File: config.mk
export PLATFORM = sky130hd
export DESIGN_NAME = dmi_arbiter
export DESIGN_NICKNAME = d
export VERILOG_FILES = /design/src/rtl/dmi_arbiter.sv
export SDC_FILE = /design/constraint.sdc
export NUM_CORES = 1
export LEC_CHECK = 0
export ABC_AREA = 1
export CAP_MARGIN = 10
export CORE_ASPECT_RATIO = 1.2
export CORE_MARGIN = 2
export CORE_UTILIZATION = 40
export DETAILED_ROUTE_END_ITERATION = 12
export PLACE_DENSITY = 0.88
export SLEW_MARGIN = 20
export SYNTH_ARGS = -nofsm -noshare
export SYNTH_HDL_FRONTEND = slang
export SYNTH_SLANG_ARGS = --single-unit
File: constraint.sdc
create_clock -name CLK_I -period 3.75 [get_ports CLK_I]
set_clock_uncertainty 0.15 [all_clocks]
set_input_delay 0.9375 -clock CLK_I [delete_from_list [all_inputs] [get_ports CLK_I]]
set_output_delay 0.9375 -clock CLK_I [all_outputs]
set_load 0.02 [all_outputs]
File: src/rtl/dmi_arbiter.sv
// ---------------------------------------------------------------------------
// dmi_arbiter
//
// Purpose:
//   Shares one Debug Module ready/valid DMI bus between two DMI masters
//   (port 0: UART-TAP DMI path, port 1: e.g. JTAG DTM). Only one transaction
//   is outstanding at a time. The granted port owns the bus from request
//   acceptance until its response has been handed back. Ties are broken
//   round robin, and port 0 wins the first tie after reset.
//
// Ports:
//   CLK_I              clock
//   RST_I              asynchronous active-high reset
//   CLEAR_I            synchronous abort of the current transaction
//   REQ_VALID_I/READY_O[1:0]  per-port request handshake
//   REQ_DATA0_I/1_I    per-port request payload (REQ_W)
//   RESP_VALID_O/READY_I[1:0] per-port response handshake
//   RESP_DATA_O        shared response buffer, qualified by RESP_VALID_O
//   DMI_REQ_*          registered request channel toward the DM
//   DMI_RESP_*         response channel from the DM
//   OWNER_O            index of the current or last owner
//   BUSY_O             high whenever a transaction is in progress
//   TIMEOUT_O          sticky DM watchdog flag (only with DMI_ARB_TIMEOUT_EN)
//
// Build option:
//   DMI_ARB_TIMEOUT_EN  when defined, a watchdog of TIMEOUT_CYCLES cycles
//                       across st_fwd/st_wait turns a hung DM into an
//                       "op failed" response. When undefined the arbiter
//                       waits on the DM indefinitely.
//
// States:
//   st_idle | no transaction; grant and capture a request
//   st_fwd  | request presented to the DM
//   st_wait | waiting for the DM response
//   st_resp | response presented to the owning port
// ---------------------------------------------------------------------------
module dmi_arbiter #(
  parameter int REQ_W          = 41,
  parameter int RESP_W         = 34,
  parameter int TIMEOUT_CYCLES = 1024
) (
  input  logic              CLK_I,
  input  logic              RST_I,
  input  logic              CLEAR_I,
  input  logic [1:0]        REQ_VALID_I,
  output logic [1:0]        REQ_READY_O,
  input  logic [REQ_W-1:0]  REQ_DATA0_I,
  input  logic [REQ_W-1:0]  REQ_DATA1_I,
  output logic [1:0]        RESP_VALID_O,
  input  logic [1:0]        RESP_READY_I,
  output logic [RESP_W-1:0] RESP_DATA_O,
  output logic              DMI_REQ_VALID_O,
  input  logic              DMI_REQ_READY_I,
  output logic [REQ_W-1:0]  DMI_REQ_O,
  input  logic              DMI_RESP_VALID_I,
  output logic              DMI_RESP_READY_O,
  input  logic [RESP_W-1:0] DMI_RESP_I,
  output logic              OWNER_O,
`ifdef DMI_ARB_TIMEOUT_EN
  output logic              TIMEOUT_O,
`endif
  output logic              BUSY_O
);

  localparam logic [1:0] ST_IDLE = 2'd0;
  localparam logic [1:0] ST_FWD  = 2'd1;
  localparam logic [1:0] ST_WAIT = 2'd2;
  localparam logic [1:0] ST_RESP = 2'd3;

  // Response reported when the DM watchdog fires: data 0, resp 2 (op failed).
  localparam logic [RESP_W-1:0] TIMEOUT_RESP = RESP_W'(2'h2);

  if (TIMEOUT_CYCLES < 2) begin : g_bad_timeout
    $error("dmi_arbiter: TIMEOUT_CYCLES must be >= 2");
  end

  logic [1:0]        r_state;
  logic [1:0]        w_state_nxt;
  logic              r_owner;
  logic              r_last_served;
  logic [REQ_W-1:0]  r_dmi_req;
  logic [RESP_W-1:0] r_resp_data;

  logic w_grant;
  logic w_accept;
  logic w_fwd_done;
  logic w_resp_in;
  logic w_resp_out;
  logic w_resp_done;
  logic w_timeout;

  // Sole valid port wins; on a tie the port not served last wins.
  assign w_grant     = (REQ_VALID_I == 2'b11) ? ~r_last_served : REQ_VALID_I[1];

  // CLEAR_I masks every handshake so nothing transfers in the abort cycle.
  assign w_accept    = (r_state == ST_IDLE) && (|REQ_VALID_I) && !CLEAR_I;
  assign w_fwd_done  = (r_state == ST_FWD)  && DMI_REQ_READY_I  && !CLEAR_I;
  assign w_resp_in   = (r_state == ST_WAIT) && DMI_RESP_VALID_I && !CLEAR_I;
  assign w_resp_out  = (r_state == ST_RESP) && !CLEAR_I;
  assign w_resp_done = w_resp_out && RESP_READY_I[r_owner];

  assign REQ_READY_O      = {w_accept & w_grant, w_accept & ~w_grant};
  assign RESP_VALID_O     = {w_resp_out & r_owner, w_resp_out & ~r_owner};
  assign DMI_REQ_VALID_O  = (r_state == ST_FWD)  && !CLEAR_I;
  assign DMI_RESP_READY_O = (r_state == ST_WAIT) && !CLEAR_I;
  assign DMI_REQ_O        = r_dmi_req;
  assign RESP_DATA_O      = r_resp_data;
  assign OWNER_O          = r_owner;
  assign BUSY_O           = (r_state != ST_IDLE);

`ifdef DMI_ARB_TIMEOUT_EN
  localparam int CNT_W = $clog2(TIMEOUT_CYCLES);
  localparam logic [CNT_W-1:0] CNT_LAST = CNT_W'(TIMEOUT_CYCLES - 1);

  logic [CNT_W-1:0] r_cnt;
  logic             r_timeout;

  // Expiry only when the awaited handshake is absent; a handshake in the
  // expiry cycle takes precedence.
  assign w_timeout = !CLEAR_I && (r_cnt == CNT_LAST) &&
                     (((r_state == ST_FWD)  && !DMI_REQ_READY_I) ||
                      ((r_state == ST_WAIT) && !DMI_RESP_VALID_I));

  always_ff @(posedge CLK_I or posedge RST_I) begin
    if (RST_I) begin
      r_cnt     <= '0;
      r_timeout <= 1'b0;
    end else if (CLEAR_I) begin
      r_cnt     <= '0;
      r_timeout <= 1'b0;
    end else begin
      if (w_accept) begin
        r_cnt <= '0;
      end else if ((r_state == ST_FWD) || (r_state == ST_WAIT)) begin
        r_cnt <= r_cnt + 1'b1;
      end
      if (w_timeout) begin
        r_timeout <= 1'b1;
      end
    end
  end

  assign TIMEOUT_O = r_timeout;
`else
  assign w_timeout = 1'b0;
`endif

  always_comb begin
    w_state_nxt = r_state;
    case (r_state)
      ST_IDLE: if (w_accept) w_state_nxt = ST_FWD;
      ST_FWD: begin
        if (w_fwd_done)     w_state_nxt = ST_WAIT;
        else if (w_timeout) w_state_nxt = ST_RESP;
      end
      ST_WAIT: begin
        if (w_resp_in || w_timeout) w_state_nxt = ST_RESP;
      end
      ST_RESP: if (w_resp_done) w_state_nxt = ST_IDLE;
      default: w_state_nxt = ST_IDLE;
    endcase
    if (CLEAR_I) w_state_nxt = ST_IDLE;
  end

  always_ff @(posedge CLK_I or posedge RST_I) begin
    if (RST_I) begin
      r_state       <= ST_IDLE;
      r_owner       <= 1'b0;
      r_last_served <= 1'b1;
      r_dmi_req     <= '0;
      r_resp_data   <= '0;
    end else begin
      r_state <= w_state_nxt;
      if (CLEAR_I) begin
        // Ownership history survives an abort; payload buffers do not.
        r_dmi_req   <= '0;
        r_resp_data <= '0;
      end else begin
        if (w_accept) begin
          r_dmi_req <= w_grant ? REQ_DATA1_I : REQ_DATA0_I;
          r_owner   <= w_grant;
        end
        if (w_resp_in) begin
          r_resp_data <= DMI_RESP_I;
        end else if (w_timeout) begin
          r_resp_data <= TIMEOUT_RESP;
        end
        if (w_resp_done) begin
          r_last_served <= r_owner;
        end
      end
    end
  end

endmodule

Word level (Yosys, flattened, before mapping)
Cells that the tools add are included.
Widths: inputs -> output; s select.
{ "op_classes": {"addsub": 0, "mul": 0, "div": 0, "n_lt_le_gt_ge": 1, "n_eq_ne": 8, "shifts": 0, "mux": 14, "bitwise": 8, "reduce_logical": 19} }
{ "ops": {"columns": ["cell", "count"], "rows": [
  ["$mux 41", 3],
  ["$mux 34", 2],
  ["$ne 3x3->1 const B", 4],
  ["$logic_and 1x1->1", 10],
  ["$mux 2", 5],
  ["$pmux 2 s4", 1],
  ["$eq 2x2->1 const B", 3],
  ["$reduce_bool 2->1", 3],
  ["$and 1x1->1", 4],
  ["$not 1->1", 4],
  ["$reduce_and 2->1", 2],
  ["$reduce_and 4->1", 1],
  ["$mux 1", 3],
  ["$eq 2x1->1 const B", 1],
  ["$logic_not 2->1", 1],
  ["$lt 1x2->1 const B", 1],
  ["$reduce_or 2->1", 1],
  ["$logic_not 1->1", 1]
]} }
{ "word_totals": {"ff_bits": 79, "latch_bits": 0, "ram_bits": 0, "rom_bits": 0, "input_bits": 125, "word_cells": 55, "memories": 0} }

Longest topological paths before layout
{ "logic_depth": {"ltp_word": 6, "mapped_depth": 8, "ltp_nobuf": 8} }

Worst setup path after synthesis
No wires, ideal clock.
{ "synth_timing": {"path_kind": "input port to output port", "from": "input REQ_VALID_I[0]", "to": "output REQ_READY_O[0]", "arrival_ns": 1.831, "t_required_ns": 2.663, "slack_ns": 0.831, "stages": 5, "n_path_buf": 1, "path_cell_list": "nand2_1 nand2_1 inv_2 buf_4 nor3_1"} }
{ "synth_via": {"elab_chain_cells": 4} }
{ "synth_rtl": {"columns": ["item", "line_no", "source"], "rows": [
  ["start, declared", "45", "input logic [1:0] REQ_VALID_I,"],
  ["$eq 2x2->1 or $reduce_or 2->1 (tied branches)", "93, 96", null],
  ["$mux 1 or $logic_and 1x1->1 (tied branches)", "93, 96", null],
  ["$not 1->1 or $logic_and 1x1->1 (tied branches)", "102, 96", null],
  ["$and 1x1->1 *", "102", "assign REQ_READY_O = {w_accept & w_grant, w_accept & ~w_grant};"],
  ["end, declared", "46", "output logic [1:0] REQ_READY_O,"]
]} }
Mark *: on every way between the ends. The rest lies on a longest branch, timed or not.

Worst setup path in the final report
{ "layout_timing": {"from": "input CLEAR_I", "to": "output RESP_VALID_O[0]"} }
{ "layout_via": {"elab_chain_cells": 3} }
{ "layout_rtl": {"columns": ["item", "line_no", "source"], "rows": [
  ["start, declared", "44", "input logic CLEAR_I,"],
  ["$logic_not 1->1", "99", "assign w_resp_out = (r_state == ST_RESP) && !CLEAR_I;"],
  ["$logic_and 1x1->1", "99", null],
  ["$and 1x1->1", "103", "assign RESP_VALID_O = {w_resp_out & r_owner, w_resp_out & ~r_owner};"],
  ["end, declared", "49", "output logic [1:0] RESP_VALID_O,"]
]} }
No other way between the ends.

==> metrics.md <==
| Metric | Value |
|---|---|
| Aggregate global routing overflow | 0 |
| Shortest clock period the worst path allows after layout | 3633 ps |
| Die boundary width | 94.10 um |
| Cells on worst reg2reg path | 7 |
| H-tree levels | 3 |
| Worst-case headroom to the max-slew limit | 47.50% |
| Crit-path max FO | 9 |
| Clock transition time at the flip-flop clock pins of the worst setup and hold paths | 50 ps |
| All-Layer GR Usage | 23.20% |
| Ports placed on the boundary | 208 |
| Number of buffers added to fix hold violations after cts | 0 |
| Mean number of vias per cell | 4.854 |
| Number of non-filler instances in the completed layout | 843 |
| # resized after CTS | 0 |
| Initial Utilization | 40.95% |
| Post-DP Area | 6045 um^2 |
| P per Cell Area | 551.3 nW/um^2 |
| Net switching component of the power | 0.001223 W |
| Total Die Area | 10550 um^2 |
| Post-Route WL | 11990 um |
| Design internal power | 0.002317 W |
| R2r startpoint | r_state[0] |
| Number of nets in the synthesized netlist | 648 |
| Count of fill cells added during filler insertion | 749 |
| Part of the power in the clock network | 30.3% |
| Total CTS buffers | 9 |
| Pin count of the biggest net entering global routing | 43 |
| Final critical-path share of the clock period | 96.89% |
| Vias post-DR | 4092 |
| Static Leakage | 3.169 nW |
| Final cell area excluding filler cells | 6421 um^2 |
| Max-cap violations | 0 |
| Routability-driven placement congestion ratio | 0.7562 |
| Fraction of the yosys area taken by sequential cells | 50.77% |
| Nature of the critical path endpoint | output port |
| Final total negative setup slack | 0 ps |
| First-pass GRT wire length | 19240 um |
| Kind of launch point of the worst setup path | input port |
| Count of TritonRoute iterations in the first routing pass | 5 |
| Number of antenna violations at the first check in global routing | 1 |
| Area occupied by multi-input gates | 1604 um^2 |
| Hold WS | 322.6 ps |
| Routed wire per std cell | 14.22 um |
| Final hold violation count | 0 |
| Peak clock frequency supported by timing | 0.2752 GHz |
| Path category of the worst min-delay check | flop to flop |
| Remaining routing DRC violations | 0 |
| RSZ-0062 raised after global routing | no |
| Chip height | 112.1 um |
| Required arrival time at the worst endpoint | 2660 ps |
| Placement row count | 39 |
| Residual antenna-violating net count after detailed routing | 0 |
| Worst supply voltage drop on vdd | 0.0004082 V |
| Flop-to-flop setup slack | 1480 ps |
| Capture point of the worst reg-to-reg path | RESP_DATA_O[9] |
| Synthesis Warnings | 0 |
| Clock sinks | 79 |
| Per-instance average area after synthesis | 7.507 um^2 |
| Result of the run | complete, no violations |
| Synthesized instance count | 519 |
| Fraction of layout cells with a size suffix above 1 | 5.007% |
| Synthesized cell area | 3896 um^2 |
| Final Util | 67.48% |
| Iteration-0 DRC count of the detailed router | 143 |
| Synth Register Bits | 79 |
| Clock latency on the worst-skew pair | 330 ps |
| Final number of setup-violating endpoints | 0 |
| Switching Share | 34.55% |
| Buffers inserted during post-CTS setup optimization | 0 |
| Arrival time at the worst endpoint | 2550 ps |
| Clock tree from TritonCTS | done |
| Pins over their slew limit | 0 |
| Number of distinct standard cells referenced by the synthesized netlist | 21 |
| CP Launch Point | CLEAR_I |
| Post-detailed-placement half-perimeter wirelength | 8673 um |
| Number of global-route vias before repair | 4153 |
| Crit path capture | RESP_VALID_O[0] |
| Synth-to-layout area growth | 64.80% |
| PortBufs | 207 |
| Transition at the pin with the smallest max-transition slack | 785.7 ps |
| Placed Cells | 826 |
| Power share of the combinational group | 38.1% |
| Total area of sequential cells | 1978 um^2 |
| Root buffer cell | clkbuf_16 |
| Core outline area | 9515 um^2 |
| Proportion of power drawn by flip-flops and latches | 31.7% |
| Category of the most critical setup path | input port to output port |
| Nets@finish | 843 |
| Buffers from clock root to sink, at most | 2 |
sequential cells by signal, indices dropped and copies added (netlist names):
signal,flops
DMI_REQ_O,41
OWNER_O,1
RESP_DATA_O,34
r_last_served,1
r_state,2
layer usage:
layer  routed length, um  GRT usage, %  vias up
li1                    -             -     2020
met1                4593         25.42     1870
met2                6112         41.67      176
met3                1013         7.852       26
met4                 270         7.536        0
met5                   0             0        -
Yosys cell counts (all sizes together):
| library cell | instances | area share, % |
|---|---|---|
| ha | 4 | 1.3 |
| buf | 30 | 4.1 |
| nand2 | 232 | 22 |
| clkbuf | 4 | 0.39 |
| o21bai | 2 | 0.39 |
| a21oi | 15 | 1.9 |
| nor2 | 10 | 1.4 |
| nand4 | 2 | 0.32 |
| o21ai | 22 | 2.8 |
| dfstp | 1 | 0.67 |
| nor3 | 1 | 0.13 |
| dfrtp | 78 | 50 |
| nand3 | 79 | 10 |
| inv | 38 | 3.7 |
| nand3b | 1 | 0.19 |
worst min-delay path by stage:
stage                   from             to  cells past startpoint
6_report        DMI_REQ_O[3]   DMI_REQ_O[3]                      2
5_1_grt        DMI_REQ_O[40]  DMI_REQ_O[40]                      2
4_1_cts        DMI_REQ_O[40]  DMI_REQ_O[40]                      2
3_5_place_dp   DMI_REQ_O[40]  DMI_REQ_O[40]                      2
3_3_place_gp    DMI_REQ_O[8]   DMI_REQ_O[8]                      2
2_1_floorplan  r_last_served  r_last_served                      2
final cells by class:
class,instances,share of cell area (%)
well taps,123,2.397
clock buffers,9,3.507
multi-input cells,368,24.98
inverters,38,2.241
flip-flops and latches,79,30.81
repair buffers,218,33.79
diodes,1,0.03897
clock inverters,7,2.241
cell families after synthesis:
kind of cell	share of synthesized area, %
compound gates	5.138
buf+inv	8.125
flops	50.77
fa+ha+maj	1.285
simple gates	34.68
critical path, cell delays in order:
cell,delay [ps]
clkdlybuf4s50_1,580
nor2_2,250
inv_1,80
nor2_1,90
clkdlybuf4s50_1,610
placed cells by master (no fill, tap or decap), types with 2 or more instances in the layout:
master and n:
o21ai_0 22, nand2_1 232, o21bai_1 2, inv_2 2, bufinv_16 4, clkbuf_16 9
clkdlybuf4s50_1 206, ha_1 4, nand4_1 2, nor2_4 2, clkinvlp_4 2, dfrtp_1 78
inv_1 35, buf_4 10, a21oi_1 15, nand3_1 78, nor2_2 2, nor2_1 6
per-stage QoR:
step | setup WS, ps | total power (W)
detailed placement | 83.84 | 0.002486
floorplan | 640.8 | 0.001860
global route | 36.82 | 0.003745
finish | 116.6 | 0.003540
global placement | 190.3 | 0.002439
CTS | 86.21 | 0.003570
power by group through the flow:
stage,Combinational (W),Clock (W),Sequential [W]
global placement,0.00132,0,0.00112
global route,0.00147,0.00113,0.00114
floorplan,0.000557,0,0.00130
detailed placement,0.00135,0,0.00113
CTS,0.00136,0.00109,0.00112
finish,0.00135,0.00107,0.00112
(Power assumes the default switching activity.)
